## config.mk

```make
export PLATFORM = sky130hd
export DESIGN_NAME = pc_sequencer
export DESIGN_NICKNAME = d
export VERILOG_FILES = /design/src/rtl/ctrl_encode_def.sv /design/src/rtl/pc_fetch_timer.sv /design/src/rtl/pc_sequencer.sv
export SDC_FILE = /design/constraint.sdc
export NUM_CORES = 1
export LEC_CHECK = 0
export CAP_MARGIN = 0
export CORE_MARGIN = 5
export CORE_UTILIZATION = 40
export CTS_CLUSTER_SIZE = 12
export DETAILED_ROUTE_END_ITERATION = 12
export GPL_TIMING_DRIVEN = 0
export PLACE_DENSITY_LB_ADDON = 0.1
export SYNTH_ARGS = -nofsm -noshare
export SYNTH_HDL_FRONTEND = slang
export SYNTH_SLANG_ARGS = --single-unit
```

## constraint.sdc

```tcl
create_clock -name clk -period 7.13 [get_ports clk]
set_input_delay 1.0695 -clock clk [delete_from_list [all_inputs] [get_ports clk]]
set_output_delay 1.0695 -clock clk [all_outputs]
set_load 0.005 [all_outputs]
```

## src/rtl/ctrl_encode_def.sv

```systemverilog
// Shared encodings for the PC sequencer: NPC selection codes, FSM state codes and
// a small alignment helper used when accepting the NPC unit's result.
package ctrl_encode_def;

    typedef enum logic [1:0] {
        NPC_PLUS4  = 2'b00,
        NPC_BRANCH = 2'b01,
        NPC_JUMP   = 2'b10,
        NPC_JR     = 2'b11
    } npc_op_e;

    typedef enum logic [1:0] {
        S_FETCH = 2'd0,
        S_EXEC  = 2'd1,
        S_HALT  = 2'd2
    } seq_state_e;

    localparam int DEFAULT_TIMEOUT = 16;

    function automatic logic isWordAligned(input logic [31:0] addr);
        return (addr[1:0] == 2'b00);
    endfunction

endpackage

```

## src/rtl/pc_fetch_timer.sv

```systemverilog
// Counts consecutive fetch-request cycles without an acknowledge and flags the
// cycle in which the wait budget is used up.
module pc_fetch_timer #(
    parameter int TIMEOUT = 16
) (
    input  logic clk,
    input  logic rst,
    input  logic i_clear,
    input  logic i_count,
    output logic o_expire
);

    localparam int CW = (TIMEOUT > 1) ? $clog2(TIMEOUT) : 1;
    localparam logic [CW-1:0] LAST = CW'(TIMEOUT - 1);

    logic [CW-1:0] r_count;

    // Saturates at LAST so a lingering request can never wrap back to an early count.
    always_ff @(posedge clk) begin
        if (rst || i_clear) begin
            r_count <= '0;
        end else if (i_count && (r_count != LAST)) begin
            r_count <= r_count + 1'b1;
        end
    end

    assign o_expire = (r_count == LAST);

endmodule

```

## src/rtl/pc_sequencer.sv

```systemverilog
// Multi-cycle PC controller: fetches over req/ack, holds the instruction until the
// datapath finishes, steers the NPC unit and loads its result into the PC.
module pc_sequencer
    import ctrl_encode_def::*;
#(
    parameter logic [31:0] RESET_VEC = 32'h0000_0000,
    parameter int          TIMEOUT   = DEFAULT_TIMEOUT
) (
    input  logic        clk,
    input  logic        rst,
    output logic        imem_req,
    output logic [31:0] imem_addr,
    input  logic        imem_ack,
    input  logic [31:0] imem_rdata,
    output logic [31:0] instr,
    output logic        instr_valid,
    input  logic        exec_done,
    input  logic [1:0]  dec_npc_op,
    input  logic        branch_taken,
    input  logic [31:0] npc,
    output logic [1:0]  npc_op_o,
    input  logic        halt,
    output logic [31:0] pc,
    output logic        halted,
    output logic        fetch_err,
    output logic [31:0] retired_cnt
);

    seq_state_e  r_state;
    logic        r_rstQ;
    logic [31:0] r_pc;
    logic [31:0] r_instr;
    logic        r_fetchErr;
    logic [31:0] r_retired;

    logic        w_fetchActive;
    logic        w_timerExpire;
    logic [1:0]  w_npcOp;

    // The request stays low for one cycle after reset so a stale ack cannot be taken.
    assign w_fetchActive = (r_state == S_FETCH) && !r_rstQ;

    pc_fetch_timer #(
        .TIMEOUT (TIMEOUT)
    ) u_fetch_timer (
        .clk      (clk),
        .rst      (rst),
        .i_clear  (!w_fetchActive || imem_ack),
        .i_count  (w_fetchActive && !imem_ack),
        .o_expire (w_timerExpire)
    );

    always_comb begin
        w_npcOp = NPC_PLUS4;
        if (r_state == S_EXEC) begin
            if ((dec_npc_op == NPC_BRANCH) && !branch_taken) begin
                w_npcOp = NPC_PLUS4;
            end else begin
                w_npcOp = dec_npc_op;
            end
        end
    end

    always_ff @(posedge clk) begin
        if (rst) begin
            r_state    <= S_FETCH;
            r_rstQ     <= 1'b1;
            r_pc       <= RESET_VEC;
            r_instr    <= '0;
            r_fetchErr <= 1'b0;
            r_retired  <= '0;
        end else begin
            r_rstQ <= 1'b0;
            case (r_state)
                S_FETCH: begin
                    if (w_fetchActive) begin
                        // An ack always wins over a simultaneous halt or timeout.
                        if (imem_ack) begin
                            r_instr <= imem_rdata;
                            r_state <= S_EXEC;
                        end else if (w_timerExpire) begin
                            r_fetchErr <= 1'b1;
                            r_state    <= S_HALT;
                        end else if (halt) begin
                            r_state <= S_HALT;
                        end
                    end
                end
                S_EXEC: begin
                    if (exec_done) begin
                        if (!isWordAligned(npc)) begin
                            r_fetchErr <= 1'b1;
                            r_state    <= S_HALT;
                        end else begin
                            r_pc      <= npc;
                            r_retired <= r_retired + 32'd1;
                            r_state   <= halt ? S_HALT : S_FETCH;
                        end
                    end
                end
                S_HALT: begin
                    r_state <= S_HALT;
                end
                default: begin
                    r_state <= S_HALT;
                end
            endcase
        end
    end

    assign imem_req    = w_fetchActive;
    assign imem_addr   = r_pc;
    assign instr       = r_instr;
    assign instr_valid = (r_state == S_EXEC);
    assign npc_op_o    = w_npcOp;
    assign pc          = r_pc;
    assign halted      = (r_state == S_HALT);
    assign fetch_err   = r_fetchErr;
    assign retired_cnt = r_retired;

endmodule

```

==> results_dict.tcl <==
set metrics [dict create \
    grt-ovfl-total 0 \
    row_count 38 \
    async_flop_share_pct 0 \
    initialDrtViolationCount 191 \
    cts_tree "built" \
    rsz0062_at_grt "false" \
    clkTransAtPathRegs_ns 0.11 \
    maxCapViolations 0 \
    timing.rr.start "r_state[1]" \
    r2r-end "retired_cnt[27]" \
    status "completed" \
    finClkSkew_ns 0.0106 \
    insertion_delay_ns 0.37 \
    maxSlewHeadroom_pct 28.8 \
    die_w_um 114 \
    synthCells 532 \
    synthFlopType "dfxtp_1" \
    worst_pin_slew_ns 1.05 \
    start_util_pct 40.4 \
    synth-seq-area-share_pct 48.2 \
    worst_hold_path_type "reg2reg" \
    area_growth_syn_to_layout_pct 56.3 \
    vias_per_cell 4.95 \
    finalWeightedCongestion 0.805 \
    synth_top_area_share_pct 48.2 \
    post_drt_wl_per_cell_um 14.8 \
    io_buffers 205 \
    numCtsBuffers 9 \
    grt_pass1_wl_um 20600 \
    fin_crit_sh_pct 46.3 \
    synth_warnings 0 \
    finalHoldViolations 0 \
    via_count 4424 \
    synth_edf_count 0 \
    grt_pass1_vias 4222 \
    fin_tns_setup_ns 0 \
    cts_max_level 3 \
    hp-start "instr[21]" \
    required_ns 7.37 \
    synthTopCellsByCount "nand2_1, dfxtp_1, a21oi_1" \
    die_h_um 114 \
    fmax_ghz 0.303 \
    track_usage_pct 19.6 \
    antenna_found_initial 0 \
    clockRootBuffer "clkbuf_8" \
    cts_hold_buf 0 \
    n_antenna_cell 0 \
    first_pass_iters 4 \
    cp_max_fo 10 \
    critical_path_class "in2reg" \
    r2r_slack_ns 4.59 \
    fin_crit_ns 3.30 \
    cts.sinks 104 \
    synth.avg_cell_area_um2 8.11 \
    yosysMostFrequentCell "nand2_1" \
    ir_worst_vdd_v 0.0000864 \
    hold_depth 2 \
    core_area_um2 10700 \
    p_leak_nw 2.33 \
    num_io_pins 206 \
    die_area_um2 13000 \
    cts.repair.resized 0 \
    syn-cell-area_um2 4320 \
    synthTopCellsByArea "dfxtp_1, nand2_1, a21oi_1" \
    syn_nets 606 \
    end_kind "flip-flop" \
    synth-seq-cells 104 \
    grt_max_degree 19 \
    power_density_nw_per_um2 163 \
    yosysUniqueCellTypes 34 \
    drv_slew 0 \
    fin_util_pct 63.1 \
    cp-start-kind "input port" \
    place_hpwl_um 10200 \
    critPathArrivalTime_ns 3.55 \
    nNetsFinal 822 \
    finalSetupViolCount 0 \
    post_route_cells_drive_above_1_share_pct 6.77 \
    yosys.area.top_type "dfxtp_1" \
    drt-total-wl_um 13200 \
    post-cts-setup-buffers 0 \
    whs_endpoint "instr[21]" \
    reg2reg_depth 7 \
    ant_nets 0 \
    drc 0 \
    cts_buffer_depth 2 \
]
-- placed cells by master, fill, tap and decap left out, types with 2 or more instances in the layout --
cell and count:
nor2_1 17, nor3_1 3, clkbuf_8 9, and3_1 4, o21ai_0 8, and2_1 5
nand4_1 13, ha_1 2, xnor2_1 2, and4_1 7, clkbuf_1 31, nor3b_1 2
or4_1 13, nor2b_1 2, clkdlybuf4s50_1 205, buf_4 32, nand3_1 13, or3_1 9
o31ai_1 13, inv_1 3, inv_6 2, xor2_1 11, nand2_1 139, clkinv_4 2
dfxtp_1 104, a21oi_1 86, buf_6 2
-- worst max path at each step --
stage           start               to  slack (ns)  depth (start not counted)
3_3_place_gp   npc[0]    imem_addr[13]        3.40                          7
4_1_cts        npc[0]    imem_addr[12]        3.80                          7
2_1_floorplan  npc[0]  retired_cnt[25]        4.17                          6
6_report       npc[0]  retired_cnt[27]        3.83                          7
5_1_grt        npc[0]    imem_addr[18]        3.62                          7
3_5_place_dp   npc[0]    imem_addr[31]        3.40                          7
-- report_power, final --
| group | switching [mW] | internal (mW) |
|---|---|---|
| registers | 0.00670 | 0.593 |
| clock network | 0.215 | 0.166 |
| logic | 0.0465 | 0.0713 |
| total | 0.268 | 0.830 |
-- layout make-up --
class / instances / area, µm²
clock inverter: 7 / 77.6
clock buffer: 9 / 124
buffer: 66 / 383
timing repair buffer: 205 / 2050
tap: 140 / 175
sequential: 104 / 2080
multi-input combinational: 359 / 1840
inverter: 3 / 11.3
fill: 951 / 3950
-- sequential cells by signal, summed over array words and instances (netlist names) --
register and cells:
retired_cnt 32, r_state 2, r_rstQ 1, fetch_err 1, imem_addr 32, instr 32
u_fetch_timer.r_count 4
-- stage by stage --
stage	cell area, µm²	std cells	hold slack (ns)	worst slack (ns)	power, mW
after floorplan	4320	532	0.442	4.17	0.651
after global placement	6540	877	0.437	3.40	0.729
after detailed placement	6540	877	0.445	3.40	0.731
after CTS	6750	893	0.460	3.80	1.11
after global routing	6750	893	0.482	3.62	1.15
final	6750	893	0.459	3.83	1.10
-- critical path, cell delays in order --
cell             delay (ns)
clkdlybuf4s50_1        0.44
or4b_1                 0.55
or4_4                  0.59
clkbuf_1               0.23
clkbuf_1               0.28
o31ai_1                0.29
a21oi_1                0.09
-- logic make-up (layout without fill, tap and decap cells) --
logic type,count (synthesis),count (layout),synth area share (%)
AO/OA/AOI/OAI,111,111,14.0
adder cells (fa/ha/maj),2,2,0.580
flip-flops,104,104,48.2
multiplexers,1,1,0.232
AND/OR/NAND/NOR,232,232,25.2
XOR/XNOR,13,13,2.64
buffers and inverters,69,290,9.13
-- routing by layer --
| layer | global-route usage [%] | share of wire, % | vias up |
|---|---|---|---|
| met5 | 0 | 0 | - |
| met4 | 5.86 | 1.1 | 0 |
| met3 | 6.84 | 8.6 | 11 |
| met2 | 34.3 | 50 | 165 |
| met1 | 22.5 | 41 | 2025 |
| li1 | - | - | 2223 |
(Power assumes the default switching activity.)
==> RTL change (same settings) <==
Encoding of `seq_state_e`: now one-hot (3 bits for 3 states).
--- a/src/rtl/ctrl_encode_def.sv
+++ b/src/rtl/ctrl_encode_def.sv
@@ -10,8 +10,8 @@
     } npc_op_e;
 
-    typedef enum logic [1:0] {
-        S_FETCH = 2'd0,
-        S_EXEC  = 2'd1,
-        S_HALT  = 2'd2
+    typedef enum logic [2:0] {
+        S_FETCH = 3'b001,
+        S_EXEC  = 3'b010,
+        S_HALT  = 3'b100
     } seq_state_e;
 
Check against the original RTL: no difference found for any inputs over 4 cycles, from zero or initial values and one cycle with rst high; so few cycles prove little.
==> RTL change against the original RTL <==
Fmax is 0.27% higher; worst hold slack lost 0.00086 ns; wire length is 1.2% lower; sequential power is 1% higher; register-to-register slack improved by 0.23 ns; sequential cell count grew 1; via count is 3.0% lower; area after synthesis is 0.52% lower; power rose by 3.8%; final area hardly changed; worst setup slack better by 0.0088 ns; highest routed layer unchanged.
==> RTL change: results (changes against the original RTL) <==
Run status
  – Status: finished clean

Cells and area
  – Share of cells above drive strength 1: 0.07517 (+0.007439)
  – Fill cell count: 911 (-4.2%)
  – ANT cells: 0 (unchanged)
  – Final nets: 814 (-0.97%)
  – Area delta synth->final: 57.11%

CTS
  – Root buffer cell: clkbuf_8
  – Total CTS buffers: 9 (unchanged)
  – Post-cts sizing count: 0 (unchanged)
  – H-tree depth: 3 (unchanged)
  – Postcts setup bufs: 0 (unchanged)
  – Worst-path clk slew: 0.09 ns (-0.02 ns)
  – Max clock buf depth: 2 (unchanged)
  – Worst-Skew Late Latency: 0.37 ns (about the same)

Drt
  – Total wire length: 13070 um (-1.2%)
  – # DRC: 0 (unchanged)
  – Via count: 4293 (-3.0%)
  – DRT Pass-1 Iters: 4 (unchanged)
  – Iteration-0 DRC count of the detailed router: 185 (-3.1%)
  – Vias/cell: 4.873 (-1.6%)

Synthesis
  – Mean Syn Cell Area: 8.195 sq um (+1.0%)
  – Area contributors post-synth: dfxtp_1 49%, nand2_1 12%, a21oi_1 8.4%
  – Post-synthesis mux area share: 0.002331 (+0.00001216)
  – Post-Synth XOR/XNOR Area: 0.04895 (+0.02257)
  – Syn nets: 598 (-1.3%)
  – Post-synthesis adder-cell area fraction: 0.005828 (+0.00003040)
  – Compound-Gate Fraction of Synth Area: 0.1081 (-0.03161)
  – Register area share after synthesis: 0.4895 (+0.007192)
  – Synth Warn #: 0 (unchanged)
  – Top_reg_cell synth: dfxtp_1
  – Synth cell count leaders: 140 x nand2_1, 105 x dfxtp_1, 72 x a21oi_1, 33 x nor2_1, 32 x buf_4
  – Post-synth ARST share: 0 (unchanged)
  – Library cells used by synthesis: 40 (+18%)

Placed design
  – Dpl cell area: 6516 sq um (-0.42%)
  – DP Worst Slack: 3.823 ns (+0.4202 ns)
  – Dpl cells: 865 (-1.4%)
  – Final GP Congestion: 0.7886 (-2.0%)
  – Detailed Place HPWL: 10230 um (+0.22%)
  – IO buf count: 205 (unchanged)

Power
  – Net Sw Frac: 0.2243 (-0.01999)
  – Worst vdd ir: 0.1200 mV (+39%)
  – Leakage: 2.428 nW (+4.3%)

Global routing
  – Met2 usage: 0.3612 (+0.01806)
  – GR Util met3: 0.04297 (-0.02546)
  – Total GRT Usage: 0.1996 (+0.003717)
  – First-pass GRT wire length: 20800 um (+1.0%)
  – Largest net degree at the start of global routing: 17 (-2)
  – Vias in the first global route: 4222 (unchanged)
  – Met1 Use GR: 0.2285 (+0.003445)
  – Initial antenna violation count: 0 (unchanged)

STA
  – Slew headroom: 0.5955 (+0.3075)
  – Worst Skew: 0.01145 ns (+0.0008627 ns)

Setup path
  – Crit-path max FO: 2 (-8)
  – Arrival time worst endpoint: 2.22 ns (-1.33 ns)

Worst hold path
  – Min-delay worst type: flip-flop to flip-flop
## RTL change: critical path, cell delays in order
cell,delay (ns)
clkdlybuf4s50_1,0.46
o21ai_0,0.09
nor2_1,0.09
clkdlybuf4s50_1,0.51
## RTL change: logic make-up after synthesis
family / count (synthesis)
simple gates: 237
mux: 1
compound gates: 89
flops: 105
xor+xnor: 24
fa+ha+maj: 2
buf+inv: 66
## RTL change: area by class of cell
cell class / instances / share of cell area
Clock inverter: 4 / 0.01113
Sequential cell: 105 / 0.3116
Tap cell: 136 / 0.02522
Multi-Input combinational cell: 353 / 0.2661
Inverter: 5 / 0.002782
Buffer: 61 / 0.05601
Clock buffer: 12 / 0.02300
Timing Repair Buffer: 205 / 0.3042
## RTL change: path summary, 6_finish.rpt
path | slack, ns | cells past startpoint | end | from
worst max-delay path | 3.84 | 4 | npc_op_o[0] | dec_npc_op[1]
worst min-delay path | 0.46 | 2 | instr[8]$_SDFFE_PP0P_ | instr[8]$_SDFFE_PP0P_
worst max register to register | 4.82 | 6 | retired_cnt[31]$_SDFFE_PP0P_ | r_state[1]$_SDFFE_PP0P_
worst min register to register | 0.46 | 2 | instr[8]$_SDFFE_PP0P_ | instr[8]$_SDFFE_PP0P_
## RTL change: routing by layer
layer  vias to the layer above  wire length, um
met5                         -                0
met4                         0              276
met3                        21              903
met2                       155             6507
met1                      1983             5377
li1                       2134                -
## RTL change: power by group through the flow
stage          clock (W)  sequential (W)  combinational, W
2_1_floorplan          0        0.000619         0.0000391
3_3_place_gp           0        0.000618          0.000113
3_5_place_dp           0        0.000619          0.000116
4_1_cts         0.000427        0.000605          0.000117
5_1_grt         0.000452        0.000608          0.000125
6_report        0.000419        0.000606          0.000115
